[src/rtl/rst_seq_pkg.sv]
// Shared constants for the reset sequencer: FSM state encodings,
// reset-cause codes and a small elaboration-time helper.
package rst_seq_pkg;

   // FSM state encodings (2 bits)
   localparam logic [1:0] ST_LOCK_WAIT = 2'b00;
   localparam logic [1:0] ST_CORE_UP   = 2'b01;
   localparam logic [1:0] ST_RUN       = 2'b10;
   localparam logic [1:0] ST_SW_RST    = 2'b11;

   // Cause of the most recent reset, as seen on rst_cause
   typedef enum logic [1:0] {
      CAUSE_POR  = 2'b00,
      CAUSE_LOCK = 2'b01,
      CAUSE_SW   = 2'b10
   } rst_cause_e;

   // Largest of three timer lengths; sizes the shared down-stream counter
   function automatic int max3(input int a, input int b, input int c);
      int m;
      m = a;
      if (b > m) m = b;
      if (c > m) m = c;
      return m;
   endfunction

endpackage

[src/rtl/rst_seq_if.sv]
// Lock/request inputs and reset/cause outputs of the reset sequencer.
// The clock-domain source (DCM model) side is the master; rst_seq is the slave.
interface rst_seq_if;
   logic       locked;
   logic       sw_rst_req;
   logic       chip_reset_;
   logic       periph_reset_;
   logic [1:0] rst_cause;

   modport master (
      output locked,
      output sw_rst_req,
      input  chip_reset_,
      input  periph_reset_,
      input  rst_cause
   );

   modport slave (
      input  locked,
      input  sw_rst_req,
      output chip_reset_,
      output periph_reset_,
      output rst_cause
   );
endinterface

[src/rtl/rst_seq_bit_sync.sv]
// Multi-flop synchronizer for a single asynchronous level signal.
// Every stage resets to 0 so a freshly reset system never sees a stale lock.
module rst_seq_bit_sync #(
   parameter int STAGES = 2
) (
   input  logic clk,
   input  logic rst_n,
   input  logic d_i,
   output logic q_o
);

   logic [STAGES-1:0] sync_q;

   // Shift the asynchronous input through the flop chain
   always_ff @(posedge clk or negedge rst_n) begin
      if (!rst_n) begin
         sync_q <= '0;
      end else begin
         sync_q <= {sync_q[STAGES-2:0], d_i};
      end
   end

   assign q_o = sync_q[STAGES-1];

endmodule

[src/rtl/rst_seq.sv]
// Reset sequencer downstream of the DCM. Holds core and peripheral resets
// until lock has been stable for LOCK_WAIT cycles, releases the core first and
// the peripherals PERIPH_DELAY cycles later, and re-enters the sequence on
// lock loss or a software request while recording the cause.
//
//  state        | meaning
//  -------------+-----------------------------------------------------------
//  ST_LOCK_WAIT | both resets held; counting consecutive synchronized lock
//  ST_CORE_UP   | core released, peripherals held for PERIPH_DELAY cycles
//  ST_RUN       | both resets released; watching lock and sw_rst_req
//  ST_SW_RST    | software pulse: both resets held for SW_RST_LEN cycles
module rst_seq
   import rst_seq_pkg::*;
#(
   parameter int SYNC_STAGES  = 2,
   parameter int LOCK_WAIT    = 16,
   parameter int PERIPH_DELAY = 8,
   parameter int SW_RST_LEN   = 4
) (
   input  logic     clk,
   input  logic     reset_,
   rst_seq_if.slave bus
);

   localparam int CNT_MAX = max3(LOCK_WAIT, PERIPH_DELAY, SW_RST_LEN);
   localparam int CNT_W   = $clog2(CNT_MAX + 1);

   // Terminal counts, pre-sized to the counter width
   localparam logic [CNT_W-1:0] LW_LAST = CNT_W'(LOCK_WAIT - 1);
   localparam logic [CNT_W-1:0] PD_LAST = CNT_W'(PERIPH_DELAY - 1);
   localparam logic [CNT_W-1:0] SR_LAST = CNT_W'(SW_RST_LEN - 1);
   localparam logic [CNT_W-1:0] CNT_ONE = CNT_W'(1);

   logic             locked_s;

   logic [1:0]       state_q, state_d;
   logic [CNT_W-1:0] cnt_q, cnt_d;
   rst_cause_e       cause_q, cause_d;
   logic             chip_q, chip_d;
   logic             periph_q, periph_d;

   rst_seq_bit_sync #(
      .STAGES (SYNC_STAGES)
   ) u_lock_sync (
      .clk   (clk),
      .rst_n (reset_),
      .d_i   (bus.locked),
      .q_o   (locked_s)
   );

   // Next-state, shared counter and cause selection
   always_comb begin
      state_d = state_q;
      cnt_d   = cnt_q;
      cause_d = cause_q;
      unique case (state_q)
         ST_LOCK_WAIT: begin
            if (!locked_s) begin
               cnt_d = '0;
            end else if (cnt_q == LW_LAST) begin
               state_d = ST_CORE_UP;
               cnt_d   = '0;
            end else begin
               cnt_d = cnt_q + CNT_ONE;
            end
         end
         ST_CORE_UP: begin
            // Lock loss outranks the end of the peripheral delay
            if (!locked_s) begin
               state_d = ST_LOCK_WAIT;
               cnt_d   = '0;
               cause_d = CAUSE_LOCK;
            end else if (cnt_q == PD_LAST) begin
               state_d = ST_RUN;
               cnt_d   = '0;
            end else begin
               cnt_d = cnt_q + CNT_ONE;
            end
         end
         ST_RUN: begin
            // Lock loss outranks a coincident software request
            if (!locked_s) begin
               state_d = ST_LOCK_WAIT;
               cnt_d   = '0;
               cause_d = CAUSE_LOCK;
            end else if (bus.sw_rst_req) begin
               state_d = ST_SW_RST;
               cnt_d   = '0;
               cause_d = CAUSE_SW;
            end
         end
         ST_SW_RST: begin
            // The pulse always runs to completion, even if lock drops meanwhile
            if (cnt_q == SR_LAST) begin
               state_d = ST_LOCK_WAIT;
               cnt_d   = '0;
            end else begin
               cnt_d = cnt_q + CNT_ONE;
            end
         end
         default: begin
            state_d = ST_LOCK_WAIT;
            cnt_d   = '0;
         end
      endcase
   end

   // Reset outputs decoded from the next state so they come straight off flops
   always_comb begin
      chip_d   = (state_d == ST_CORE_UP) || (state_d == ST_RUN);
      periph_d = (state_d == ST_RUN);
   end

   // State, counter, cause and registered reset outputs
   always_ff @(posedge clk or negedge reset_) begin
      if (!reset_) begin
         state_q  <= ST_LOCK_WAIT;
         cnt_q    <= '0;
         cause_q  <= CAUSE_POR;
         chip_q   <= 1'b0;
         periph_q <= 1'b0;
      end else begin
         state_q  <= state_d;
         cnt_q    <= cnt_d;
         cause_q  <= cause_d;
         chip_q   <= chip_d;
         periph_q <= periph_d;
      end
   end

   assign bus.chip_reset_   = chip_q;
   assign bus.periph_reset_ = periph_q;
   assign bus.rst_cause     = cause_q;

endmodule

[src/flat_wrapper.sv]
// flat-port wrapper written by rule: the top's interface ports become plain ports
module rst_seq_flat import rst_seq_pkg::*;
#(
   parameter int SYNC_STAGES  = 2,
   parameter int LOCK_WAIT    = 16,
   parameter int PERIPH_DELAY = 8,
   parameter int SW_RST_LEN   = 4
)
  (clk, reset_, bus_locked, bus_sw_rst_req, bus_chip_reset_, bus_periph_reset_, bus_rst_cause);
  rst_seq_if bus_i ();
  input  logic clk;
  input  logic reset_;
  input wire logic [$bits(bus_i.locked)-1:0] bus_locked;
  input wire logic [$bits(bus_i.sw_rst_req)-1:0] bus_sw_rst_req;
  output wire logic [$bits(bus_i.chip_reset_)-1:0] bus_chip_reset_;
  output wire logic [$bits(bus_i.periph_reset_)-1:0] bus_periph_reset_;
  output wire logic [$bits(bus_i.rst_cause)-1:0] bus_rst_cause;
  assign bus_i.locked = bus_locked;
  assign bus_i.sw_rst_req = bus_sw_rst_req;
  assign bus_chip_reset_ = bus_i.chip_reset_;
  assign bus_periph_reset_ = bus_i.periph_reset_;
  assign bus_rst_cause = bus_i.rst_cause;
  rst_seq #(.SYNC_STAGES(SYNC_STAGES), .LOCK_WAIT(LOCK_WAIT), .PERIPH_DELAY(PERIPH_DELAY), .SW_RST_LEN(SW_RST_LEN)) u_core (.clk(clk), .reset_(reset_), .bus(bus_i));
endmodule
[config.mk]
export PLATFORM = sky130hd
export DESIGN_NAME = rst_seq_flat
export DESIGN_NICKNAME = d
export VERILOG_FILES = /design/src/rtl/rst_seq_pkg.sv /design/src/rtl/rst_seq_if.sv /design/src/rtl/rst_seq_bit_sync.sv /design/src/rtl/rst_seq.sv /design/src/flat_wrapper.sv
export SDC_FILE = /design/constraint.sdc
export NUM_CORES = 1
export LEC_CHECK = 0
export BUFFER_PORTS_ARGS = -buffer_cell sky130_fd_sc_hd__buf_4
export CELL_PAD_IN_SITES_DETAIL_PLACEMENT = 1
export CELL_PAD_IN_SITES_GLOBAL_PLACEMENT = 2
export CORE_MARGIN = 2
export CORE_UTILIZATION = 38
export CTS_CLUSTER_SIZE = 20
export DETAILED_ROUTE_END_ITERATION = 10
export HOLD_SLACK_MARGIN = 0.1
export PLACE_DENSITY = 0.83
export SYNTH_ARGS = -nofsm -noshare
export SYNTH_HDL_FRONTEND = slang
export SYNTH_HIERARCHICAL = 1
export SYNTH_SLANG_ARGS = --single-unit
[constraint.sdc]
create_clock -name clk -period 2.8 [get_ports clk]
set_input_delay 0.28 -clock clk [delete_from_list [all_inputs] [get_ports clk]]
set_output_delay 0.28 -clock clk [all_outputs]
set_load 0.05 [all_outputs]
**Word level (Yosys, flattened, before mapping)**

Index checks and enable logic that the tools add are counted.

- Muxes and demuxes: 20
- Reductions and logical operators: 4
- Add/subtract/negate cells: 1
- Equal/unequal tests: 10

Operators by type and width:

| cell | number |
|---|---|
| $mux 5 | 7 |
| $mux 2 | 10 |
| $pmux 5 s4 | 1 |
| $pmux 2 s4 | 1 |
| $eq 2x2->1 const B | 3 |
| $add 5x1->5 const B | 1 |
| $eq 5x2->1 const B | 1 |
| $eq 5x3->1 const B | 1 |
| $eq 5x4->1 const B | 1 |
| $eq 2x1->1 const B | 2 |
| $pmux 2 s2 | 1 |
| $ne 3x3->1 const B | 1 |
| $reduce_and 3->1 | 1 |
| $logic_not 2->1 | 1 |
| $ne 2x2->1 const B | 1 |
| $reduce_bool 2->1 | 1 |
| $logic_or 1x1->1 | 1 |

- Register bits after elaboration: 13
- Word-level logic and storage cells: 41
- Input port bits: 4

**Logic depth before layout (Yosys ltp)**

Gate-level depths: netlist (run 1).

- Word-level depth: 6
- Depth in mapped cells: 10
- Depth with buffers taken out: 10

**Modules after synthesis**

Netlist (run 1), hierarchy kept.

By module, submodules not included:

| module | area each (um2) | sequential area each (um2) | cells each | instances |
|---|---|---|---|---|
| rst_seq | 691.9 | 275.3 | 72 | 1 |
| rst_seq_bit_sync | 50.0 | 50.0 | 2 | 1 |

**Worst setup path before layout (run 1)**

Ideal clock, no wire load.

- Path type: flip-flop to flip-flop
- Start point: register u_core.cnt_q[0]
- End point: register u_core.chip_q, in the netlist u_core/bus.chip_reset_
- Arrival: 1.610 ns
- Setup slack: 1.077 ns
- Period minus slack after synthesis: 1.723 ns
- Cell stages (with the launch flop): 11
- Path buffers: 0
- Cell sequence: dfrtp_1 ha_1 nand3_1 inv_1 ha_1 nor2_1 a211o_1 nand2_1 a21oi_1 ha_1 inv_1

- Longest elaborated chain between the ends: 6
- Elaborated cells on any way between the ends: 12
- Those cells by class: eq/ne: 5; mux: 6; reduce/logical: 1

RTL lines:

| item | line | RTL |
|---|---|---|
| from (decl) | rst_seq.sv:37 | `logic [CNT_W-1:0] cnt_q, cnt_d;` |
| from (signal assigned) | rst_seq.sv:124 | `cnt_q <= cnt_d;` |
| $eq 5x3->1 / $eq 5x4->1 (equally long branches) | rst_seq.sv:73, rst_seq.sv:60 |  |
| $mux 2 (on tied branches) | rst_seq.sv:73, rst_seq.sv:60 |  |
| $mux 2 (on tied branches) | rst_seq.sv:69, rst_seq.sv:58 |  |
| $pmux 2 s4 (*) | rst_seq.sv:56 | `unique case (state_q)` |
| $eq 2x1->1 / $eq 2x2->1 (equally long branches) | rst_seq.sv:110 | `chip_d = (state_d == ST_CORE_UP) \|\| (state_d == ST_RUN);` |
| $logic_or 1x1->1 (*) | rst_seq.sv:110 |  |
| named net u_core.chip_d | rst_seq.sv:39 | `logic chip_q, chip_d;` |
| to (signal assigned) | rst_seq.sv:126 | `chip_q <= chip_d;` |
| to (decl) | rst_seq.sv:39 |  |

Mark *: on every way through the listed nets, which the timed path passes. The rest lies on a longest branch.
A chain may end at the register's enable or synchronous reset.

**Worst setup path after layout (run 1)**

Same ends and word-level chain as after synthesis.

==> impl_metrics.ini, run 1 <==
[status]
outcome = completed

[finish]
fin_util_pct = 47.7
nets = 93
diodes = 0
syn2layout_area_growth_pct = 14.7
drive_gt1_share_pct = 22.6

[logic_synthesis]
synth_edf_count = 0
yosys_warnings = 6
synthesis.nets = 82
yosysMostFrequentCell = dfrtp_1
syn_area_per_cell_um2 = 10.0
yosysTopAreaCell = dfrtp_1
synthCells = 74
synth_cell_types = 28
synthArstFlopShare_pct = 100
synth_top_area_share_pct = 43.8
synthFlopType = dfrtp_1
ys_seq_area_share_pct = 43.8
synthTopCellsByCount = dfrtp_1 (13), nand2_1 (11), nor2_1 (7)
ys_top_cells_by_area = dfrtp_1 (44%), ha_1 (6.7%), nand2_1 (5.6%)
syn_area_um2 = 742
synth_seq_cells = 13

[sta]
timing.final.crit_share_pct = 69.2
fmax_mhz = 516
worst_pin_slew_ns = 0.389
period_needed_ns = 1.94
drv_slew = 0
setup_tns_ns = 0
maxSlewHeadroom_pct = 74.1
clock_skew_ns = 0.00724
setup_slack_ns = 0.862
finalHoldViolCount = 0
final-setup-viol-count = 0
rsz0062_at_grt = no

[drt]
drc = 0
ant_nets = 0
num_vias = 552
vias_per_cell = 5.06
drt_first_pass_iters = 3
drtIter0Drc = 5
wl_per_cell_um = 13.8
finalWirelength_um = 1510

[clock_network]
numCtsBuffers = 3
cts_root_buffer = clkbuf_4
cts_tree = done
clk_pin_slew_worst_paths_ns = 0.09
htreeDepth = 1
cts-resized-gates = 0
cts_max_path_buffers = 2
clock_sinks = 13
clk_latency_ns = 0.27

[place]
portBuffers = 7
gp_congestion = 0.699
dp_slack_ns = 0.865
dp_hpwl_um = 1130

[critical_path]
timing.rr.end = u_core/bus.chip_reset_
start_kind = flop
path_cells = ha_1 > nand3_1 > inv_1 > ha_1 > nor2_1 > a211o_1 > nand2_1 > a21oi_1 > ha_1 > inv_1
endpoint_kind = flop
crit_fanout = 5
crit_required_ns = 2.98
crit_slowest_cell = dfrtp_1
ff2ff_path_depth = 10
crit_arrival_ns = 2.11
worstSetupPathType = flop to flop
r2r_slack_ns = 0.86
cpPeakStageDelay_ns = 0.42
crit_top_cell = ha_1
r2r_start = u_core/cnt_q[0]

[power_and_ir_drop]
vdd_drop_max_v = 0.000213
p_per_area_mw_per_mm2 = 397
p_leak_nw = 0.417

[job]
drv_cap = 0

[global_routing]
grt_max_degree = 14
grt.overflow.total = 0
grt_pass1_vias = 554
antenna_found_initial = 0
grt_pass1_wl_um = 2440
grt_use_total_pct = 16.0

[min_path]
min_path_cells = 4
holdPathEnd = u_core/bus.rst_cause[0]
hp-class = input pin to flop
hp-start = bus_sw_rst_req

[floorplan]
num_rows = 15
dieArea_mm2 = 0.00232
ioPinCount = 8
core_mm2 = 0.00178
die_x_um = 48.2
dieHeight_um = 48.2
start_util_pct = 41.6
## sequential cells by signal (all words and copies together) (netlist names)
signal and flops:
u_core/bus.periph_reset_ 1, u_core/bus.rst_cause 2, u_core/cnt_q 5, u_core/state_q 2, u_core/bus.chip_reset_ 1, u_core/u_lock_sync/sync_q 2
## worst max-delay path by stage
| stage | start | to | depth (start not counted) |
|---|---|---|---|
| after floorplan | u_core/cnt_q[0] | u_core/bus.chip_reset_ | 10 |
| after global placement | u_core/cnt_q[0] | u_core/bus.chip_reset_ | 10 |
| after detailed placement | u_core/cnt_q[0] | u_core/bus.chip_reset_ | 10 |
| after CTS | u_core/cnt_q[0] | u_core/bus.chip_reset_ | 10 |
| after global routing | u_core/cnt_q[0] | u_core/bus.chip_reset_ | 10 |
| final | u_core/cnt_q[0] | u_core/bus.chip_reset_ | 10 |
## routing by layer
metal  track usage, %  wire length, um  up-vias
met5                0                0        -
met4             8.11               18        0
met1             19.1              706      275
met2             27.6              758        4
li1                 -                -      271
met3             2.22               22        2
## repair_timing
item,in CTS,in global routing
hold endpoints to repair,13,1
hold buffers,1,1
setup buffers,0,0
## worst max-delay path: cells and delay by family (launching register included)
family / cells / cell delay (ns)
AO/OA/AOI/OAI: 2 / 0.35
buffers and inverters: 2 / 0.11
AND/OR/NAND/NOR: 3 / 0.25
flip-flops: 1 / 0.42
adder cells (fa/ha/maj): 3 / 0.70
## stage by stage
| step | instances | hold WS (ns) | cell area [um^2] | power [mW] |
|---|---|---|---|---|
| after floorplan | 74 | -0.0156 | 742 | 0.213 |
| after global placement | 103 | 0.134 | 803 | 0.223 |
| after detailed placement | 103 | 0.136 | 803 | 0.225 |
| after CTS | 108 | 0.102 | 841 | 0.346 |
| after global routing | 109 | 0.351 | 851 | 0.363 |
| final | 109 | 0.351 | 851 | 0.338 |
## layout make-up
class / instances / area, um^2
inverter: 6 / 22.5
sequential: 13 / 325
multi-input combinational: 52 / 372
tap: 25 / 31.3
clock inverter: 1 / 5.00
clock buffer: 3 / 22.5
timing repair buffer: 9 / 72.6
fill: 212 / 932
## kinds of logic (layout without fill, tap and decap cells)
kind of cell / count (synthesis) / count (layout) / share of synthesized area (%)
simple gates: 31 / 31 / 25.1
mux: 2 / 2 / 2.70
compound gates: 14 / 14 / 14.3
fa+ha+maj: 4 / 4 / 6.75
buf+inv: 9 / 19 / 6.07
xor+xnor: 1 / 1 / 1.18
flops: 13 / 13 / 43.8
## where the power goes
| part | leakage [nW] | total (mW) | switching [mW] | internal, mW |
|---|---|---|---|---|
| Clock | 0.0177 | 0.115 | 0.0625 | 0.0528 |
| Sequential | 0.169 | 0.199 | 0.00635 | 0.192 |
| Combinational | 0.230 | 0.0240 | 0.0123 | 0.0117 |
## cells in the final DEF (no fill, tap or decap)
| cell | instances |
|---|---|
| clkbuf_4 | 3 |
| a22o_1 | 1 |
| xnor2_1 | 1 |
| o22ai_1 | 1 |
| nor4b_2 | 1 |
| nor2b_4 | 1 |
| inv_1 | 6 |
| clkinv_2 | 1 |
| nor3_2 | 1 |
| nand2b_1 | 2 |
| dfrtp_1 | 13 |
| a211o_1 | 2 |
| a32oi_1 | 1 |
| nor2_2 | 2 |
| a211oi_2 | 1 |
| a21o_1 | 1 |
| buf_4 | 7 |
| nor4bb_4 | 1 |
| nor2b_1 | 1 |
| o21ai_1 | 3 |
| nand3_1 | 2 |
| and3b_1 | 1 |
| dlygate4sd3_1 | 2 |
| o211ai_2 | 1 |
| ha_1 | 4 |
| a21oi_1 | 2 |
| nor3_1 | 1 |
| nor2_1 | 7 |
| a22oi_1 | 1 |
| nand2_1 | 11 |
| mux2i_1 | 2 |
No activity file was read; power rests on OpenSTA's default activity.
==> run 2, diff against run 1 <==
- ABC_AREA: not set -> 1
- CORE_UTILIZATION: 38 -> 29
- PLACE_DENSITY: 0.83 -> 0.74
- clock period: 2.8 -> 1.7 ns (I/O delays scaled with it)
==> run 2 against run 1 <==
  * Clock-buffer cell count up 1
  * Wire length grew 4.2%
  * Power grew 66%
  * Clock power is 68% higher
  * Largest power group unchanged
  * Highest routed layer unchanged
==> impl_metrics.ini, run 2 <==
[min_path]
min_path_cells = 4
hp-class = input pin to flop

[status]
outcome = completed

[sta]
finalHoldViolCount = 0
worst_pin_slew_ns = 0.473
hold-worst-slack_ns = 0.176
final-setup-viol-count = 0
timing.final.crit_share_pct = 97.1
fmax_mhz = 606
setup_slack_ns = 0.0498
clock_skew_ns = 0.00392
period_needed_ns = 1.65
rsz0062_at_grt = yes
maxSlewHeadroom_pct = 68.1
drv_slew = 0

[finish]
fin_cells = 129
syn2layout_area_growth_pct = 26.9
final_cell_mix = nand2_1 (18), inv_1 (13), dfrtp_1 (13)
nets = 110
drive_gt1_share_pct = 25.7
fillers = 290
diodes = 0
layout_commonest_cell = nand2_1
fin_util_pct = 38.7
largest_register_ffs = 5
top_register = u_core/cnt_q

[place]
dp_hpwl_um = 1180
dp_slack_ns = 0.0528
portBuffers = 7
gp_congestion = 0.731
dp_cells = 121

[clock_network]
cts_root_buffer = clkbuf_4
clock_sinks = 13
clk_latency_ns = 0.27
clk_pin_slew_worst_paths_ns = 0.08
cts_max_path_buffers = 2
numCtsBuffers = 3
htreeDepth = 1
cts_tree = done

[logic_synthesis]
synthTopCellsByCount = nand2_1 (20), dfrtp_1 (13), inv_1 (13)
ys_top_cells_by_area = dfrtp_1 (48%), nand2_1 (11%), ha_1 (7.4%)
synth_top_area_share_pct = 48.1
synth_seq_cells = 13
synth_cell_types = 15
syn_area_um2 = 676
synthCells = 84
yosysMostFrequentCell = nand2_1
synthFlopType = dfrtp_1
ys_seq_area_share_pct = 48.1
synth_edf_count = 0
yosysTopAreaCell = dfrtp_1
syn_area_per_cell_um2 = 8.04
synthArstFlopShare_pct = 100
synthesis.nets = 92
yosys_warnings = 6

[global_routing]
grt.overflow.total = 0
antenna_found_initial = 0
grt_pass1_wl_um = 2560
grt_max_degree = 14
grt_use_total_pct = 13.2
grt_pass1_vias = 581

[drt]
vias_per_cell = 4.47
drt_first_pass_iters = 4
top_layer = met4
wl_met2_um = 770
drtIter0Drc = 6
wl_per_cell_um = 12.2
ant_nets = 0
finalWirelength_um = 1570
m1WireLength_um = 727
met3WireLength_um = 55
num_vias = 576
drc = 0

[floorplan]
ioPinCount = 8
num_rows = 17
start_util_pct = 30.5
die_x_um = 52.3
dieHeight_um = 52.3
core_mm2 = 0.00221
dieArea_mm2 = 0.00273

[power_and_ir_drop]
p_leak_nw = 0.434
p_per_area_mw_per_mm2 = 656
vdd_drop_max_v = 0.000227

[critical_path]
cpPeakStageDelay_ns = 0.38
worstSetupPathType = flop to flop
start_kind = flop
crit_arrival_ns = 1.82
crit_required_ns = 1.87
crit_fanout = 3
path_cells = ha_2 > nand2_2 > nor2_4 > ha_2 > nand2_2 > o21ai_2 > inv_1 > ha_1 > inv_1
crit_slowest_cell = dfrtp_1
ff2ff_path_depth = 9
endpoint_kind = flop

[job]
drv_cap = 0
run 2: cells by family after synthesis:
| kind of cell | share of synthesized area (%) |
|---|---|
| compound gates | 6.30 |
| simple gates | 30.4 |
| fa+ha+maj | 7.41 |
| flops | 48.1 |
| buf+inv | 7.78 |
run 2: final cells by class:
cell class                      instances  area (um^2)  share of cell area, %
Clock buffer                            4         26.3                   3.07
Inverter                               14         52.6                   6.13
Multi-Input combinational cell         57          315                   36.8
Sequential cell                        13          325                   38.0
Tap cell                               28         35.0                   4.09
Timing Repair Buffer                   13          103                   12.0
run 2: worst paths after layout:
| path | to | start | slack (ns) |
|---|---|---|---|
| worst max-delay path | u_core/bus.chip_reset_ | u_core/cnt_q[1] | 0.05 |
| worst min-delay path | u_core/cnt_q[1] | bus_sw_rst_req | 0.18 |
| worst max register to register | u_core/bus.chip_reset_ | u_core/cnt_q[1] | 0.05 |
| worst min register to register | u_core/u_lock_sync/sync_q[1] | u_core/u_lock_sync/sync_q[0] | 0.36 |
| max in group asynchronous | u_core/bus.chip_reset_ | reset_ | 1.26 |
| min in group asynchronous | u_core/cnt_q[2] | reset_ | 0.27 |
run 2: what timing repair did:
item / in CTS / in global routing
resized for setup: 0 / 7
endpoints found under the hold margin: 14 / 0
hold buffers: 2 / 0
buffers inserted: 0 / 2
setup endpoints to repair: 0 / 6
run 2: metal layers:
metal  vias up  track usage, %
met5         -               0
met4         0            7.69
met3         2            3.43
met2         8            21.1
met1       273            15.8
li1        293               -
run 2: critical path, delay by kind of cell (launching register included):
family,cells,cell delay [ns]
buf+inv,2,0.10
flops,1,0.38
compound gates,1,0.16
simple gates,3,0.25
fa+ha+maj,3,0.65
run 2: per-stage QoR:
stage	power, mW	instance area, um^2	setup TNS, ns
detailed placement	0.367	778	0
global route	0.593	857	-0.114
finish	0.562	857	0
CTS	0.570	825	0
global placement	0.366	778	0
floorplan	0.345	676	0
run 2: report_power, final:
group	switching [mW]	internal [mW]
combinational	0.0233	0.0222
clock	0.102	0.0909
sequential	0.00647	0.317
total	0.132	0.430
